$ cat src/rtl/pipeline_ctrl_pkg.sv
// Shared definitions for the pipeline stall/flush sequencer: state
// encoding, bubble encoding and the per-stage control bundle.
package pipeline_ctrl_pkg;

  // Sequencer state encoding (kept as plain 3-bit constants so legacy
  // code that compares raw state values keeps working).
  localparam logic [2:0] ST_RUN      = 3'd0;
  localparam logic [2:0] ST_MEM_WAIT = 3'd1;
  localparam logic [2:0] ST_FLUSH    = 3'd2;
  localparam logic [2:0] ST_DRAIN    = 3'd3;
  localparam logic [2:0] ST_HALTED   = 3'd4;

  // Instruction word a flushed pipeline register loads (bubble).
  localparam logic [15:0] NOP_INSTR = 16'h0000;

  // Per-stage register controls produced each cycle.
  typedef struct packed {
    logic pc_en;
    logic if_id_en;
    logic if_id_flush;
    logic id_ex_en;
    logic id_ex_flush;
    logic ex_mem_en;
    logic mem_wb_en;
  } stage_ctrl_t;

  // Everything advances, nothing flushed.
  localparam stage_ctrl_t CTRL_NORMAL   = '{1'b1, 1'b1, 1'b0, 1'b1, 1'b0, 1'b1, 1'b1};
  // Whole pipeline frozen (memory wait, halted).
  localparam stage_ctrl_t CTRL_FROZEN   = '{1'b0, 1'b0, 1'b0, 1'b0, 1'b0, 1'b0, 1'b0};
  // Taken redirect: PC loads target, the two younger stages become bubbles.
  localparam stage_ctrl_t CTRL_REDIRECT = '{1'b1, 1'b1, 1'b1, 1'b1, 1'b1, 1'b1, 1'b1};
  // Tail of a multi-cycle redirect: keep fetching, squash IF/ID only.
  localparam stage_ctrl_t CTRL_FLUSH_IF = '{1'b1, 1'b1, 1'b1, 1'b1, 1'b0, 1'b1, 1'b1};
  // Hold PC, bubble into ID, older stages advance (hazard, halt, drain).
  localparam stage_ctrl_t CTRL_BUBBLE   = '{1'b0, 1'b1, 1'b1, 1'b1, 1'b0, 1'b1, 1'b1};
  // Forced while rst_n is low.
  localparam stage_ctrl_t CTRL_RESET    = '{1'b0, 1'b0, 1'b1, 1'b0, 1'b1, 1'b0, 1'b0};

endpackage

$ cat src/rtl/pipeline_ctrl_if.sv
// Event inputs and stage controls exchanged between the pipeline
// datapath (master) and the stall/flush sequencer (slave).
interface pipeline_ctrl_if #(
  parameter int CNT_W = 16
);
  logic             hazard;
  logic             ex_redirect;
  logic             mem_op;
  logic             mem_ready;
  logic             halt_req;
  logic             resume;
  logic             pc_en;
  logic             if_id_en;
  logic             if_id_flush;
  logic             id_ex_en;
  logic             id_ex_flush;
  logic             ex_mem_en;
  logic             mem_wb_en;
  logic             mem_req;
  logic             halted;
  logic [CNT_W-1:0] stall_count;

  modport master (
    output hazard, ex_redirect, mem_op, mem_ready, halt_req, resume,
    input  pc_en, if_id_en, if_id_flush, id_ex_en, id_ex_flush,
           ex_mem_en, mem_wb_en, mem_req, halted, stall_count
  );

  modport slave (
    input  hazard, ex_redirect, mem_op, mem_ready, halt_req, resume,
    output pc_en, if_id_en, if_id_flush, id_ex_en, id_ex_flush,
           ex_mem_en, mem_wb_en, mem_req, halted, stall_count
  );
endinterface

$ cat src/rtl/pipeline_ctrl_sat_counter.sv
// Saturating up-counter with synchronous active-low clear.
module sat_counter #(
  parameter int W = 16
) (
  input  logic         clk,
  input  logic         clr_n,
  input  logic         inc,
  output logic [W-1:0] count
);

  localparam logic [W-1:0] CNT_MAX = '1;
  localparam logic [W-1:0] CNT_ONE = W'(1'b1);

  logic [W-1:0] count_r;

  // Count up on inc, stick at all-ones, clear when clr_n is low.
  always_ff @(posedge clk) begin
    if (!clr_n) begin
      count_r <= '0;
    end else if (inc && (count_r != CNT_MAX)) begin
      count_r <= count_r + CNT_ONE;
    end else begin
      count_r <= count_r;
    end
  end

  assign count = count_r;

endmodule

$ cat src/rtl/pipeline_ctrl.sv
// Stall/flush sequencer for the five-stage pipeline: merges memory waits,
// EX redirects, halt requests and RAW hazards into stage enables/flushes.
module pipeline_ctrl
  import pipeline_ctrl_pkg::*;
#(
  parameter int FLUSH_CYCLES = 1,
  parameter int DRAIN_CYCLES = 3,
  parameter int CNT_W        = 16
) (
  input  logic           clk,
  input  logic           rst_n,
  pipeline_ctrl_if.slave bus
);

  localparam logic [1:0] FLUSH_RELOAD = 2'(FLUSH_CYCLES - 1);
  localparam logic [2:0] DRAIN_RELOAD = 3'(DRAIN_CYCLES - 1);

  logic [2:0]  state_r;
  logic [2:0]  state_next_s;
  logic [1:0]  fcnt_r;
  logic [1:0]  fcnt_next_s;
  logic [2:0]  dcnt_r;
  logic [2:0]  dcnt_next_s;
  stage_ctrl_t ctrl_s;
  logic        mem_req_s;
  logic        halted_s;
  logic        mem_stall_s;
  logic        stall_inc_s;

  assign mem_stall_s = bus.mem_op & ~bus.mem_ready;

  // Next-state and stage-control decode; priority in RUN is
  // memory stall > redirect > halt > hazard > normal.
  always_comb begin
    state_next_s = state_r;
    fcnt_next_s  = fcnt_r;
    dcnt_next_s  = dcnt_r;
    ctrl_s       = CTRL_FROZEN;
    mem_req_s    = 1'b0;
    halted_s     = 1'b0;
    case (state_r)
      ST_RUN: begin
        mem_req_s = bus.mem_op;
        if (mem_stall_s) begin
          ctrl_s       = CTRL_FROZEN;
          state_next_s = ST_MEM_WAIT;
        end else if (bus.ex_redirect) begin
          ctrl_s = CTRL_REDIRECT;
          if (FLUSH_CYCLES > 1) begin
            state_next_s = ST_FLUSH;
            fcnt_next_s  = FLUSH_RELOAD;
          end else begin
            state_next_s = ST_RUN;
          end
        end else if (bus.halt_req) begin
          ctrl_s       = CTRL_BUBBLE;
          state_next_s = ST_DRAIN;
          dcnt_next_s  = DRAIN_RELOAD;
        end else if (bus.hazard) begin
          ctrl_s = CTRL_BUBBLE;
        end else begin
          ctrl_s = CTRL_NORMAL;
        end
      end
      ST_MEM_WAIT: begin
        // Redirect/hazard are frozen in place and handled back in RUN.
        mem_req_s = bus.mem_op;
        if (bus.mem_ready) begin
          ctrl_s       = CTRL_NORMAL;
          state_next_s = ST_RUN;
        end else begin
          ctrl_s = CTRL_FROZEN;
        end
      end
      ST_FLUSH: begin
        if (bus.ex_redirect) begin
          ctrl_s      = CTRL_REDIRECT;
          fcnt_next_s = FLUSH_RELOAD;
        end else begin
          ctrl_s = CTRL_FLUSH_IF;
          if (fcnt_r <= 2'd1) begin
            fcnt_next_s  = 2'd0;
            state_next_s = ST_RUN;
          end else begin
            fcnt_next_s = fcnt_r - 2'd1;
          end
        end
      end
      ST_DRAIN: begin
        // A memory stall freezes the drain and holds the countdown.
        if (mem_stall_s) begin
          ctrl_s = CTRL_FROZEN;
        end else begin
          ctrl_s = CTRL_BUBBLE;
          if (dcnt_r == 3'd0) begin
            state_next_s = ST_HALTED;
          end else begin
            dcnt_next_s = dcnt_r - 3'd1;
          end
        end
      end
      ST_HALTED: begin
        ctrl_s   = CTRL_FROZEN;
        halted_s = 1'b1;
        if (bus.resume) begin
          state_next_s = ST_RUN;
        end else begin
          state_next_s = ST_HALTED;
        end
      end
      default: begin
        // Unreachable encodings recover to RUN with a frozen pipeline.
        ctrl_s       = CTRL_FROZEN;
        state_next_s = ST_RUN;
        fcnt_next_s  = 2'd0;
        dcnt_next_s  = 3'd0;
      end
    endcase
  end

  // Sequencer state and countdown registers.
  always_ff @(posedge clk) begin
    if (!rst_n) begin
      state_r <= ST_RUN;
      fcnt_r  <= 2'd0;
      dcnt_r  <= 3'd0;
    end else begin
      state_r <= state_next_s;
      fcnt_r  <= fcnt_next_s;
      dcnt_r  <= dcnt_next_s;
    end
  end

  // Drive stage controls; reset forces bubbles and a stopped pipeline.
  always_comb begin
    if (!rst_n) begin
      bus.pc_en       = CTRL_RESET.pc_en;
      bus.if_id_en    = CTRL_RESET.if_id_en;
      bus.if_id_flush = CTRL_RESET.if_id_flush;
      bus.id_ex_en    = CTRL_RESET.id_ex_en;
      bus.id_ex_flush = CTRL_RESET.id_ex_flush;
      bus.ex_mem_en   = CTRL_RESET.ex_mem_en;
      bus.mem_wb_en   = CTRL_RESET.mem_wb_en;
      bus.mem_req     = 1'b0;
      bus.halted      = 1'b0;
    end else begin
      bus.pc_en       = ctrl_s.pc_en;
      bus.if_id_en    = ctrl_s.if_id_en;
      bus.if_id_flush = ctrl_s.if_id_flush;
      bus.id_ex_en    = ctrl_s.id_ex_en;
      bus.id_ex_flush = ctrl_s.id_ex_flush;
      bus.ex_mem_en   = ctrl_s.ex_mem_en;
      bus.mem_wb_en   = ctrl_s.mem_wb_en;
      bus.mem_req     = mem_req_s;
      bus.halted      = halted_s;
    end
  end

  // Stall cycles are those with the PC held, except while parked in HALTED.
  assign stall_inc_s = rst_n & ~ctrl_s.pc_en & (state_r != ST_HALTED);

  sat_counter #(
    .W(CNT_W)
  ) u_stall_cnt (
    .clk   (clk),
    .clr_n (rst_n),
    .inc   (stall_inc_s),
    .count (bus.stall_count)
  );

endmodule

$ cat src/flat_wrapper.sv
// flat-port wrapper written by rule: the top's interface ports become plain ports
module pipeline_ctrl_flat import pipeline_ctrl_pkg::*;
#(
  parameter int FLUSH_CYCLES = 1,
  parameter int DRAIN_CYCLES = 3,
  parameter int CNT_W        = 16
)
  (clk, rst_n, bus_hazard, bus_ex_redirect, bus_mem_op, bus_mem_ready, bus_halt_req, bus_resume, bus_pc_en, bus_if_id_en, bus_if_id_flush, bus_id_ex_en, bus_id_ex_flush, bus_ex_mem_en, bus_mem_wb_en, bus_mem_req, bus_halted, bus_stall_count);
  pipeline_ctrl_if #(.CNT_W(CNT_W)) bus_i ();
  input  logic clk;
  input  logic rst_n;
  input wire logic [$bits(bus_i.hazard)-1:0] bus_hazard;
  input wire logic [$bits(bus_i.ex_redirect)-1:0] bus_ex_redirect;
  input wire logic [$bits(bus_i.mem_op)-1:0] bus_mem_op;
  input wire logic [$bits(bus_i.mem_ready)-1:0] bus_mem_ready;
  input wire logic [$bits(bus_i.halt_req)-1:0] bus_halt_req;
  input wire logic [$bits(bus_i.resume)-1:0] bus_resume;
  output wire logic [$bits(bus_i.pc_en)-1:0] bus_pc_en;
  output wire logic [$bits(bus_i.if_id_en)-1:0] bus_if_id_en;
  output wire logic [$bits(bus_i.if_id_flush)-1:0] bus_if_id_flush;
  output wire logic [$bits(bus_i.id_ex_en)-1:0] bus_id_ex_en;
  output wire logic [$bits(bus_i.id_ex_flush)-1:0] bus_id_ex_flush;
  output wire logic [$bits(bus_i.ex_mem_en)-1:0] bus_ex_mem_en;
  output wire logic [$bits(bus_i.mem_wb_en)-1:0] bus_mem_wb_en;
  output wire logic [$bits(bus_i.mem_req)-1:0] bus_mem_req;
  output wire logic [$bits(bus_i.halted)-1:0] bus_halted;
  output wire logic [$bits(bus_i.stall_count)-1:0] bus_stall_count;
  assign bus_i.hazard = bus_hazard;
  assign bus_i.ex_redirect = bus_ex_redirect;
  assign bus_i.mem_op = bus_mem_op;
  assign bus_i.mem_ready = bus_mem_ready;
  assign bus_i.halt_req = bus_halt_req;
  assign bus_i.resume = bus_resume;
  assign bus_pc_en = bus_i.pc_en;
  assign bus_if_id_en = bus_i.if_id_en;
  assign bus_if_id_flush = bus_i.if_id_flush;
  assign bus_id_ex_en = bus_i.id_ex_en;
  assign bus_id_ex_flush = bus_i.id_ex_flush;
  assign bus_ex_mem_en = bus_i.ex_mem_en;
  assign bus_mem_wb_en = bus_i.mem_wb_en;
  assign bus_mem_req = bus_i.mem_req;
  assign bus_halted = bus_i.halted;
  assign bus_stall_count = bus_i.stall_count;
  pipeline_ctrl #(.FLUSH_CYCLES(FLUSH_CYCLES), .DRAIN_CYCLES(DRAIN_CYCLES), .CNT_W(CNT_W)) u_core (.clk(clk), .rst_n(rst_n), .bus(bus_i));
endmodule
$ cat config.mk
export PLATFORM = sky130hd
export DESIGN_NAME = pipeline_ctrl_flat
export DESIGN_NICKNAME = d
export VERILOG_FILES = /design/src/rtl/pipeline_ctrl_pkg.sv /design/src/rtl/pipeline_ctrl_if.sv /design/src/rtl/pipeline_ctrl_sat_counter.sv /design/src/rtl/pipeline_ctrl.sv /design/src/flat_wrapper.sv
export SDC_FILE = /design/constraint.sdc
export NUM_CORES = 1
export LEC_CHECK = 0
export CAP_MARGIN = 20
export CELL_PAD_IN_SITES_DETAIL_PLACEMENT = 0
export CELL_PAD_IN_SITES_GLOBAL_PLACEMENT = 1
export CORE_ASPECT_RATIO = 0.8
export CORE_MARGIN = 2
export CORE_UTILIZATION = 36
export CTS_CLUSTER_SIZE = 40
export DETAILED_ROUTE_END_ITERATION = 12
export PLACE_DENSITY = 0.8
export SETUP_SLACK_MARGIN = 0.3
export SLEW_MARGIN = 20
export SYNTH_ARGS = -nofsm -noshare
export SYNTH_HDL_FRONTEND = slang
export SYNTH_SLANG_ARGS = --single-unit
$ cat constraint.sdc
create_clock -name clk -period 2.3 [get_ports clk]
set_input_delay 0.46 -clock clk [delete_from_list [all_inputs] [get_ports clk]]
set_output_delay 0.46 -clock clk [all_outputs]
set_load 0.05 [all_outputs]
### Word level (Yosys, flattened, before mapping)

Cells that the tools add are included.

| cells by class | value |
|---|---|
| add/subtract/negate cells | 3 |
| order comparisons | 1 |
| equal/unequal tests | 16 |
| multiplexer cells | 38 |
| bitwise logic cells | 6 |
| reduce and logical (&&, ||, !) cells | 8 |

Operators with widths:

| operator | count |
|---|---|
| $mux W3 | 15 |
| $mux W7 | 5 |
| $pmux W7 S4 | 1 |
| $add A16 B1 Y16 const B | 1 |
| $ne A16 B16 Y1 const B | 1 |
| $pmux W3 S5 | 1 |
| $ne A2 B2 Y1 const B | 7 |
| $reduce_and A6 Y1 | 2 |
| $mux W1 | 11 |
| $pmux W3 S3 | 1 |
| $eq A3 B2 Y1 const B | 2 |
| $logic_not A3 Y1 | 2 |
| $mux W6 | 1 |
| $mux W2 | 2 |
| $ne A2 B1 Y1 const B | 2 |
| $ne A4 B3 Y1 const B | 1 |
| $pmux W2 S2 | 1 |
| $reduce_or A4 Y1 | 1 |
| $and A1 B1 Y1 | 3 |
| $eq A3 B1 Y1 const B | 1 |
| $eq A3 B3 Y1 const B | 1 |
| $ne A3 B3 Y1 const B | 1 |
| $not A1 Y1 | 3 |
| $reduce_or A3 Y1 | 1 |
| 5 further kinds | 5 |

| storage, ports and cells | value |
|---|---|
| register bits | 24 |
| input bits | 8 |
| output and inout bits | 25 |

### Logic depth before layout (Yosys ltp)

| depth | value |
|---|---|
| word-level depth | 9 |
| mapped depth | 7 |

### Hierarchy

A second synthesis with hierarchy kept.

| unflattened totals | value |
|---|---|
| cell total of the unflattened synthesis | 188 |
| area total of the unflattened synthesis | 1,506.4 um^2 |

Modules (own cells, without submodules):

| module | times used | cells an instance | area each (um^2) | sequential area each (um^2) |
|---|---|---|---|---|
| sat_counter | 1 | 97 | 837.1 | 320.3 |
| pipeline_ctrl | 1 | 91 | 669.4 | 160.2 |

### Worst setup path after synthesis

Ideal clock, no wire load.

| path | value |
|---|---|
| path kind | flip-flop to output port |
| from | register u_core.state_r[0] |
| to | output bus_id_ex_en |
| arrival time | 2.120 ns |
| required time | 1.840 ns |
| setup slack | -0.280 ns |
| cell stages (with the launch flop) | 5 |
| path buffers | 2 |
| path through | dfxtp_1 -> clkbuf_1 -> maj3_1 -> a21oi_1 -> buf_4 |

| between the ends | value |
|---|---|
| longest elaborated chain between the ends | 3 |
| elaborated cells on any way between the ends | 6 |
| classes of those cells | 3 x eq/ne; 2 x mux; 1 x reduce/logical |

RTL lines:

| what | RTL line | RTL |
|---|---|---|
| from (decl) | pipeline_ctrl.sv:18 | `logic [2:0] state_r;` |
| from (signal assigned) | pipeline_ctrl.sv:128 | `state_r <= state_next_s;` |
| $eq A3 B2 Y1 (tied with other cells) | pipeline_ctrl.sv:41 | `case (state_r)` |
| $pmux W7 S4 * | pipeline_ctrl.sv:41 |  |
| $mux W1 * | pipeline_ctrl.sv:136 | `if (!rst_n) begin` |
| to (decl) | flat_wrapper.sv:21 | `output wire logic [$bits(bus_i.id_ex_en)-1:0] bus_id_ex_en;` |

Every way passes the cells marked *; elsewhere a longest branch is shown, timed or not.

### Worst setup path after layout

| path | value |
|---|---|
| from | input bus_ex_redirect |
| to | register u_core.u_stall_cnt.count_r[9], in the netlist u_core.u_stall_cnt.count[9] |

| between the ends | value |
|---|---|
| longest elaborated chain between the ends | 7 |

RTL lines:

| what | RTL line | RTL |
|---|---|---|
| from (decl) | flat_wrapper.sv:13 | `input wire logic [$bits(bus_i.ex_redirect)-1:0] bus_ex_redirect;` |
| $mux W7 | pipeline_ctrl.sv:47 | `end else if (bus.ex_redirect) begin` |
| $mux W7 | pipeline_ctrl.sv:44 | `if (mem_stall_s) begin` |
| $pmux W7 S4 | pipeline_ctrl.sv:41 |  |
| $not A1 Y1 | pipeline_ctrl.sv:160 | `assign stall_inc_s = rst_n & ~ctrl_s.pc_en & (state_r != ST_HALTED);` |
| $and A1 B1 Y1 (2 in series) | pipeline_ctrl.sv:160 |  |
| $logic_and A1 B1 Y1 | pipeline_ctrl_sat_counter.sv:20 | `end else if (inc && (count_r != CNT_MAX)) begin` |
| to (signal assigned) | pipeline_ctrl_sat_counter.sv:21 | `count_r <= count_r + CNT_ONE;` |
| to (signal assigned) | pipeline_ctrl_sat_counter.sv:23 | `count_r <= count_r;` |
| to (decl) | pipeline_ctrl_sat_counter.sv:14 | `logic [W-1:0] count_r;` |

Every way passes these cells.
A chain may end at the register's enable or synchronous reset.

==> results.sh <==
export IMPL_power_static_leakage_uw=0.001070
export IMPL_finalCoreUtilization_pct=59.87
export IMPL_irDropWorstVdd_mv=0.3383
export IMPL_grt_ovfl_total=0
export IMPL_tritoncts="built"
export IMPL_routed_wirelength_mm=4.170
export IMPL_clk_insertion_delay_late_ns=0.27
export IMPL_final_hold_viol_count=0
export IMPL_ctsRootBufferMaster="sky130_fd_sc_hd__clkbuf_8"
export IMPL_cts_buffer_depth=2
export IMPL_antenna_found_initial=0
export IMPL_synth_cell_area_mm2=0.001451
export IMPL_stdcell_area_mm2=0.002292
export IMPL_rsz0062_at_grt="no"
export IMPL_ys_dominant_reg_cell="sky130_fd_sc_hd__dfxtp_1"
export IMPL_synth_sequential_area_ratio_pct=33.10
export IMPL_drt_first_pass_iters=4
export IMPL_max_slew_worst_pin_slew_ns=0.5078
export IMPL_finalSetupViolCount=0
export IMPL_hold_path_depth=2
export IMPL_worst_endpoint_arrival_ns=2.19
export IMPL_critical_path_source_type="primary input"
export IMPL_hold_ws_ns=0.4919
export IMPL_finish_net_count=250
export IMPL_cts_sinks=24
export IMPL_period_minus_slack_ns=1.978
export IMPL_cts_reportedPaths_clkPinSlew_ns=0.08
export IMPL_worstPathMaxFanout=4
export IMPL_final_cell_mix="sky130_fd_sc_hd__nand2_1, sky130_fd_sc_hd__dfxtp_1, sky130_fd_sc_hd__buf_4"
export IMPL_postSynth_asyncResetShare_pct=0
export IMPL_post_synth_cell_area_avg_um2=7.845
export IMPL_skew_ns=0.001347
export IMPL_final_weighted_congestion_of_routability_driven_global_placement=0.8210
export IMPL_finalPower_uw=1027
export IMPL_critPathMaxStageDelay_ns=0.50
export IMPL_final_max_slew_viol_count=0
export IMPL_netlist_cell_type_count=40
export IMPL_crit_reg2reg_launch="u_core.u_stall_cnt.count[7]$_SDFFE_PN0P_"
export IMPL_detail_route_vias_per_cell=5.130
export IMPL_whs_endpoint="u_core.u_stall_cnt.count[1]$_SDFFE_PN0P_"
export IMPL_postCtsHoldBufs=0
export IMPL_fp_dieArea_mm2=0.004559
export IMPL_drt_iter0_markers=122
export IMPL_wire_per_inst_um=14.28
export IMPL_min_path_type="reg2reg"
export IMPL_placementRows=20
export IMPL_mappedNetlistNets=196
export IMPL_port_buffers=32
export IMPL_dr_total_vias=1498
export IMPL_fmax_ghz=0.5056
export IMPL_run_status="finished, final reports clean"
export IMPL_synth_seq_cells=24
export IMPL_hpwl_mm=3.089
export IMPL_fp_dieH_um=60.79
export IMPL_number_of_inserted_filler_cells_in_the_final_layout=342
export IMPL_chipWidth_um=74.99
export IMPL_pin_count=33
export IMPL_timing_critical_path_cells="dlygate4sd2_1 > o21ba_4 > buf_4 > o311ai_4 > or3_4 > or4_4 > a21oi_2"
export IMPL_first_global_vias=1380
export IMPL_max_cap_viol_count=0
export IMPL_timing_worst_setup_path_type="in2reg"
export IMPL_initial_utilization_pct=37.91
export IMPL_reg2reg_slack_ns=0.42
export IMPL_final_layout_size_suffix_gt1_share_pct=29.54
export IMPL_syn_to_final_growth_pct=57.93
export IMPL_cp_buffers_inverters=2
export IMPL_synth_warnings=0
export IMPL_layout_cells_most_common="sky130_fd_sc_hd__nand2_1"
export IMPL_slowest_stage="sky130_fd_sc_hd__or4_4"
export IMPL_track_usage_pct=19.67
export IMPL_slew_headroom_pct=66.09
export IMPL_path_delay_family="simple AND/OR/NAND/NOR gates"
export IMPL_synth_edff_count=0
export IMPL_power_density_mw_per_mm2=448.2
export IMPL_fin_crit_sh_pct=86.00
export IMPL_final_cell_count_no_fill=292
export IMPL_grt_first_pass_wirelength_mm=6.762
export IMPL_synthCells=185
export IMPL_ctsHtreeMaxLevel=1
export IMPL_dpl_cell_area_mm2=0.002069
export IMPL_worst_ep_required_time_ns=2.51
export IMPL_cts_buffers=3
export IMPL_grt_start_max_net_pins=25
export IMPL_crit_path_end_kind="flop"
export IMPL_worstHoldStart="u_core.u_stall_cnt.count[1]$_SDFFE_PN0P_"
export IMPL_antenna_cells_inserted=0
export IMPL_r2r_worst_path_cells=6
export IMPL_drt_antenna_violating_nets=0
export IMPL_core_area_mm2=0.003829
export IMPL_placed_cells=281
export IMPL_drc_errors=0
export IMPL_reg2reg_to="u_core.u_stall_cnt.count[8]$_SDFFE_PN0P_"
==> what timing repair did <==
action                                  CTS  global route
endpoints found under the setup margin   28            27
pin swaps                                 8            15
setup buffers                             3             5
endpoints found under the hold margin     0             0
resized for setup                        32            26
==> where the power goes <==
group	internal [uW]	switching [uW]
clock network	117	134
registers	426	12.6
logic	159	178
total	703	325
==> metrics by stage <==
step / TNS, ns / setup slack (ns)
after floorplan: 0 / 0.2560
after global placement: -0.5783 / -0.09539
after detailed placement: -1.205 / -0.1517
after CTS: 0 / 0.2888
after global routing: 0 / 0.2949
final: 0 / 0.3221
==> per-layer routing <==
metal  wire (um)  track usage, %  part of all wire (%)
met1        2084           30.30                    50
met5           0               0                     0
met3         195           4.319                   4.7
met4          28           6.378                  0.67
met2        1861           26.82                    45
==> cell families after synthesis <==
kind of cell / after synthesis / synth area share [%]
simple gates: 89 / 31.98
buf+inv: 19 / 6.034
flops: 24 / 33.10
mux: 10 / 6.897
fa+ha+maj: 4 / 3.276
compound gates: 36 / 16.90
xor+xnor: 3 / 1.811
==> flip-flops by register name, summed over array words and instances (netlist names) <==
name and cells:
u_core.u_stall_cnt.count 16, u_core.dcnt_r 3, u_core.state_r 3, u_core.fcnt_r 2
==> worst reg2reg max path, stage by stage, from the launching register on <==
cell,delay [ns]
sky130_fd_sc_hd__dfxtp_1,0.44
sky130_fd_sc_hd__nand4_1,0.29
sky130_fd_sc_hd__nor4_2,0.51
sky130_fd_sc_hd__or3_4,0.23
sky130_fd_sc_hd__buf_4,0.12
sky130_fd_sc_hd__o21ai_0,0.08
sky130_fd_sc_hd__a21oi_1,0.14
==> cell type report <==
cell class	count	area (um2)	area share [%]
sequential	24	490.5	21.40
clock buffer	3	41.29	1.801
tap	55	68.82	3.002
multi-input combinational	142	1008	44.00
inverter	9	33.78	1.474
timing repair buffer	59	649.4	28.33
==> worst max-delay path by stage <==
stage	from	end	slack, ns	cells after the start
global placement	bus_mem_ready	u_core.u_stall_cnt.count[9]$_SDFFE_PN0P_	-0.1	6
detailed placement	bus_mem_ready	u_core.u_stall_cnt.count[11]$_SDFFE_PN0P_	-0.15	7
global route	bus_ex_redirect	u_core.u_stall_cnt.count[8]$_SDFFE_PN0P_	0.29	8
floorplan	u_core.state_r[0]$_SDFFE_PN0P_	bus_id_ex_en	0.26	4
finish	bus_ex_redirect	u_core.u_stall_cnt.count[9]$_SDFFE_PN0P_	0.32	7
CTS	u_core.u_stall_cnt.count[0]$_SDFFE_PN0P_	u_core.u_stall_cnt.count[11]$_SDFFE_PN0P_	0.29	7
==> cells in the mapped netlist, drive strengths merged (2+ instances only) <==
master,count,area (um2)
mux2i,10,100.1
nand2,27,101.4
and2,2,12.51
xnor2,3,26.28
inv,9,33.78
o21ai,8,40.04
a21oi,13,65.06
nand4,9,56.30
clkbuf,5,18.77
o211ai,4,30.03
nor2,12,45.04
dfxtp,24,480.5
ha,3,37.54
nand2b,9,56.30
and3,4,25.02
nor4,3,18.77
buf,5,35.03
nand3,7,35.03
nand3b,3,22.52
a311oi,2,17.52
nor3,3,20.02
or3,4,25.02
(Power assumes the default switching activity.)
